## src/rtl/front_panel_loader.sv

```systemverilog
`timescale 1ns/1ps
// Front-panel word loader: debounced hex-keypad style entry that issues one memory write per write key.
// Build macro PANEL_AUTOINC_EN: when defined, wr_addr advances by one after every completed write.
module front_panel_loader #(
  parameter int DB_CNT = 16
) (
  input  logic        clock,
  input  logic        reset,
  input  logic [3:0]  nibble_in,
  input  logic        key_enter,
  input  logic        key_addr,
  input  logic        key_write,
  input  logic        wr_ready,
  output logic        wr_valid,
  output logic [11:0] wr_addr,
  output logic [15:0] wr_data,
  output logic [15:0] entry,
  output logic        busy
);

  localparam int CNT_W = $clog2(DB_CNT + 1);
  localparam logic [CNT_W-1:0] CNT_LAST = CNT_W'(DB_CNT - 1);

  // Key index: 0 = enter, 1 = addr, 2 = write
  localparam int K_ENTER = 0;
  localparam int K_ADDR  = 1;
  localparam int K_WRITE = 2;

  typedef enum logic {
    IDLE,
    WRITE
  } state_t;

  logic [2:0]            raw;
  logic [2:0]            sync_p0;
  logic [2:0]            sync_p1;
  logic [2:0]            level_p2;
  logic [2:0]            level_p3;
  logic [2:0]            press_p4;
  logic [2:0][CNT_W-1:0] cnt;

  state_t state;
  state_t state_next;
  logic   do_enter;
  logic   do_addr;
  logic   do_write;
  logic   done;

  assign raw = {key_write, key_addr, key_enter};

  // Stage p0/p1: two-flop synchronizer per key
  always_ff @(posedge clock) begin
    if (!reset) begin
      sync_p0 <= '0;
      sync_p1 <= '0;
    end else begin
      sync_p0 <= raw;
      sync_p1 <= sync_p0;
    end
  end

  // Stage p2: debounced level follows only after DB_CNT consecutive differing samples
  always_ff @(posedge clock) begin
    if (!reset) begin
      level_p2 <= '0;
      cnt      <= '0;
    end else begin
      for (int k = 0; k < 3; k++) begin
        if (sync_p1[k] == level_p2[k]) begin
          cnt[k] <= '0;
        end else if (cnt[k] == CNT_LAST) begin
          level_p2[k] <= sync_p1[k];
          cnt[k]      <= '0;
        end else begin
          cnt[k] <= cnt[k] + 1'b1;
        end
      end
    end
  end

  // Stage p3/p4: one-cycle press pulse on each debounced rising level
  always_ff @(posedge clock) begin
    if (!reset) begin
      level_p3 <= '0;
      press_p4 <= '0;
    end else begin
      level_p3 <= level_p2;
      press_p4 <= level_p2 & ~level_p3;
    end
  end

  always_ff @(posedge clock) begin
    if (!reset) begin
      state <= IDLE;
    end else begin
      state <= state_next;
    end
  end

  // Presses are acted on only in IDLE; write outranks addr, addr outranks enter
  always_comb begin
    state_next = state;
    do_enter   = 1'b0;
    do_addr    = 1'b0;
    do_write   = 1'b0;
    done       = 1'b0;
    case (state)
      IDLE: begin
        if (press_p4[K_WRITE]) begin
          do_write   = 1'b1;
          state_next = WRITE;
        end else if (press_p4[K_ADDR]) begin
          do_addr = 1'b1;
        end else if (press_p4[K_ENTER]) begin
          do_enter = 1'b1;
        end
      end
      WRITE: begin
        if (wr_valid && wr_ready) begin
          done       = 1'b1;
          state_next = IDLE;
        end
      end
    endcase
  end

  // Stage p5: entry word, address and write request registers
  always_ff @(posedge clock) begin
    if (!reset) begin
      entry    <= '0;
      wr_addr  <= '0;
      wr_data  <= '0;
      wr_valid <= 1'b0;
    end else begin
      if (do_enter) begin
        entry <= {entry[11:0], nibble_in};
      end
      if (do_addr) begin
        wr_addr <= entry[11:0];
        entry   <= '0;
      end
      if (do_write) begin
        wr_data  <= entry;
        wr_valid <= 1'b1;
      end
      if (done) begin
        wr_valid <= 1'b0;
        entry    <= '0;
`ifdef PANEL_AUTOINC_EN
        wr_addr  <= wr_addr + 12'd1;
`else
        wr_addr  <= wr_addr;
`endif
      end
    end
  end

  assign busy = (state == WRITE);

endmodule

```

## config.mk

```make
export PLATFORM = sky130hd
export DESIGN_NAME = front_panel_loader
export DESIGN_NICKNAME = d
export VERILOG_FILES = /design/src/rtl/front_panel_loader.sv
export SDC_FILE = /design/constraint.sdc
export NUM_CORES = 1
export LEC_CHECK = 0
export CAP_MARGIN = 20
export CORE_MARGIN = 2
export CORE_UTILIZATION = 25
export CTS_BUF_LIST = sky130_fd_sc_hd__clkbuf_16
export CTS_CLUSTER_DIAMETER = 80
export DETAILED_ROUTE_END_ITERATION = 10
export GPL_ROUTABILITY_DRIVEN = 0
export PLACE_DENSITY = 0.56
export SYNTH_ARGS = -nofsm -noshare
export SYNTH_HDL_FRONTEND = slang
export SYNTH_SLANG_ARGS = --single-unit
export TNS_END_PERCENT = 1
```

## constraint.sdc

```tcl
create_clock -name clock -period 2.58 [get_ports clock]
set_input_delay 0.387 -clock clock [delete_from_list [all_inputs] [get_ports clock]]
set_output_delay 0.387 -clock clock [all_outputs]
set_load 0.02 [all_outputs]
```

==> results.yml <==
run_status:
  status: "finished, final reports clean"
setup_path:
  cp_num_buf_inv: 1
  path_class: "reg -> out"
  cp_slowest_cell: "clkdlybuf4s50_1"
  cp_cell_sequence: "clkdlybuf4s50_1"
  crit_fanout: 10
  cp_data_required_time_ns: 2.19
  worstPathArrival_ns: 1.52
  cp-start-kind: "flop"
  setup.worst_path.end_class: "output pin"
  crit_family: "buffers and inverters"
  slowest_delay_ns: 0.68
floorplanning:
  pin_count: 56
  fp.dieH_microns: 109
  core_area_sq_mm: 0.0107
  initial_utilization_pct: 25.5
  die-area_sq_mm: 0.0118
  fp-row-count: 38
  die_width_microns: 109
sta:
  rsz0062_at_grt: "no"
  layout_setup_ws_ns: 0.670
  slew_headroom_pct: 45.7
  finalHoldViolations: 0
  fmax_mhz: 524
  final.setup.tns_ns: 0
  worst_pin_slew_ns: 0.811
  maxSlewViolCount: 0
  fin_skew_ns: 0.00498
  setup_viol: 0
  finalCritPeriodShare_pct: 74.0
  whs_ns: 0.383
  period_needed_ns: 1.91
run:
  maxCapViolCount: 0
cells_and_area:
  nets: 368
  antenna_cells: 0
  finalInstanceArea_sq_mm: 0.00371
  fill_cells: 1139
  stdcell_count: 497
  final_util_pct: 34.5
  drive_above_1_share_pct: 5.04
  syn2layout_area_growth_pct: 35.5
yosys:
  synth_area_leader_cell: "dfxtp_1"
  synth-compound-area-share_pct: 11.1
  post_synth.cell_area_avg_sq_um: 9.16
  syn-cell-area_sq_mm: 0.00274
  syn-num-nets: 315
  ys_seq_area_share_pct: 55.6
  syn-instance-count: 299
  synth_area_leaders: "dfxtp_1 (56%), nand2_1 (12%), a21boi_0 (7.4%)"
  yosys_warnings: 0
  synth_adder_area_share_pct: 2.74
  synth_top_family_by_area: "simple AND/OR/NAND/NOR gates"
  muxShareOfSynthArea_pct: 1.10
  synth_seq_cells: 76
  synth-xor-area-share_pct: 2.88
  yosys.area_share.simple_pct: 22.7
  ys_types: 25
  yosys.area.top_type_share_pct: 55.6
clock_tree:
  clock_path_buffers: 2
  clk_pin_slew_ns: 0.05
  cts_setup_buffers: 0
  ctsResizeCount: 0
  cts_tree: "done"
  cts-buffers-inserted: 9
  hold_buffers: 0
  clkSinkCount: 76
  ctsHtreeMaxLevel: 3
  clk_latency_ns: 0.33
  root_buffer: "clkbuf_16"
detailed_routing:
  dr.pass1.iters: 4
  ant_nets: 0
  drtIter0Drc: 56
  wl_per_cell_microns: 12.0
  drt-total-wl_mm: 5.95
  drc: 0
  vias: 2100
  viasPerCell: 4.23
grt:
  grt_pass1_vias: 1961
  overflow: 0
  grt_pass1_wl_mm: 9.54
  antenna_found_initial: 0
  grt_max_degree: 44
  grt_usage_pct: 10.8
placed_design:
  dpl.cell_count: 481
  hpwl_mm: 4.22
  place_ws_ns: 0.709
  port_buffers: 55
  placed_area_sq_mm: 0.00340
power_and_ir_drop:
  ir_drop_mv: 0.352
  p_per_area_mw_per_mm2: 677
  total_power_mw: 2.51
  p_leak_nw: 1.29
min_path:
  hold_path_class: "reg -> reg"
[registers in the layout, indices dropped and copies added (netlist names), 3 cells and up]
name,cells
wr_data,16
cnt,15
sync_p0,3
wr_addr,12
level_p3,3
level_p2,3
press_p4,3
sync_p1,3
entry,16
[layout make-up]
class,count,area [sq um],share of cell area [%]
sequential,76,1520,41.0
inverter,6,22.5,0.607
clock inverter,7,81.3,2.19
multi-input combinational,201,1110,29.9
clock buffer,9,225,6.07
timing repair buffer,58,573,15.4
tap,140,175,4.72
[worst register-to-register path, delay by kind of cell, from the launching register on]
| family | cells | cell delay [ns] |
|---|---|---|
| AO/OA/AOI/OAI | 1 | 0.10 |
| flip-flops | 1 | 0.40 |
| AND/OR/NAND/NOR | 2 | 1.05 |
[cells by family (layout without fill, tap and decap cells)]
family	Yosys count	after routing
muxes	3	3
and+or+nand+nor	137	137
AOI/OAI and AO/OA	46	46
adders and majority gates	6	6
DFF	76	76
buffers and inverters	22	80
xor gates and xnor gates	9	9
[layout by cell type (no fill, tap or decap)]
cell	count
a21boi_0	27
a21boi_1	1
a21oi_1	17
and2_1	9
and3_1	3
buf_4	3
bufinv_16	2
clkbuf_16	9
clkdlybuf4s50_1	55
clkinv_1	3
clkinv_2	2
dfxtp_1	76
ha_1	6
inv_1	6
mux2i_1	3
nand2_1	89
nand2b_1	1
nand3_1	5
nand3b_1	3
nor2_1	15
nor2b_1	8
nor3b_1	1
nor4b_4	1
o211a_1	1
or3b_4	1
or4b_1	1
xnor2_1	3
xor2_1	6
[final timing paths]
| check | start | to | slack (ns) | cells past startpoint |
|---|---|---|---|---|
| min reg2reg | level_p3[1]$_SDFF_PN0_ | press_p4[1]$_SDFF_PN0_ | 0.38 | 1 |
| max reg2reg | busy$_SDFF_PN0_ | entry[6]$_SDFFE_PP0P_ | 0.89 | 3 |
| max | busy$_SDFF_PN0_ | busy | 0.67 | 1 |
| min | level_p3[1]$_SDFF_PN0_ | press_p4[1]$_SDFF_PN0_ | 0.38 | 1 |
[per-layer routing]
metal | GRT usage [%] | up-vias | part of all wire (%)
met4 | 3.30 | 0 | 1.1
met3 | 5.32 | 9 | 7.1
met2 | 17.9 | 58 | 49
li1 | - | 1070 | -
met1 | 12.3 | 963 | 42
met5 | 0 | - | 0
[cells in the mapped netlist, drive strengths merged]
cell / count
a21oi: 17
and2: 9
nor2: 15
mux2i: 3
buf: 9
or4b: 1
nor4b: 1
nand3: 5
nand3b: 3
xor2: 6
nand2: 89
and3: 3
nor3b: 1
nor2b: 8
inv: 6
nand2b: 1
or3b: 1
o211a: 1
clkbuf: 7
dfxtp: 76
xnor2: 3
ha: 6
a21boi: 28
[where the power goes]
| part | switching [mW] | internal (mW) |
|---|---|---|
| Sequential | 0.00275 | 1.18 |
| Combinational | 0.0199 | 0.0229 |
| Clock | 0.454 | 0.832 |
No activity file was read; power rests on OpenSTA's default activity.
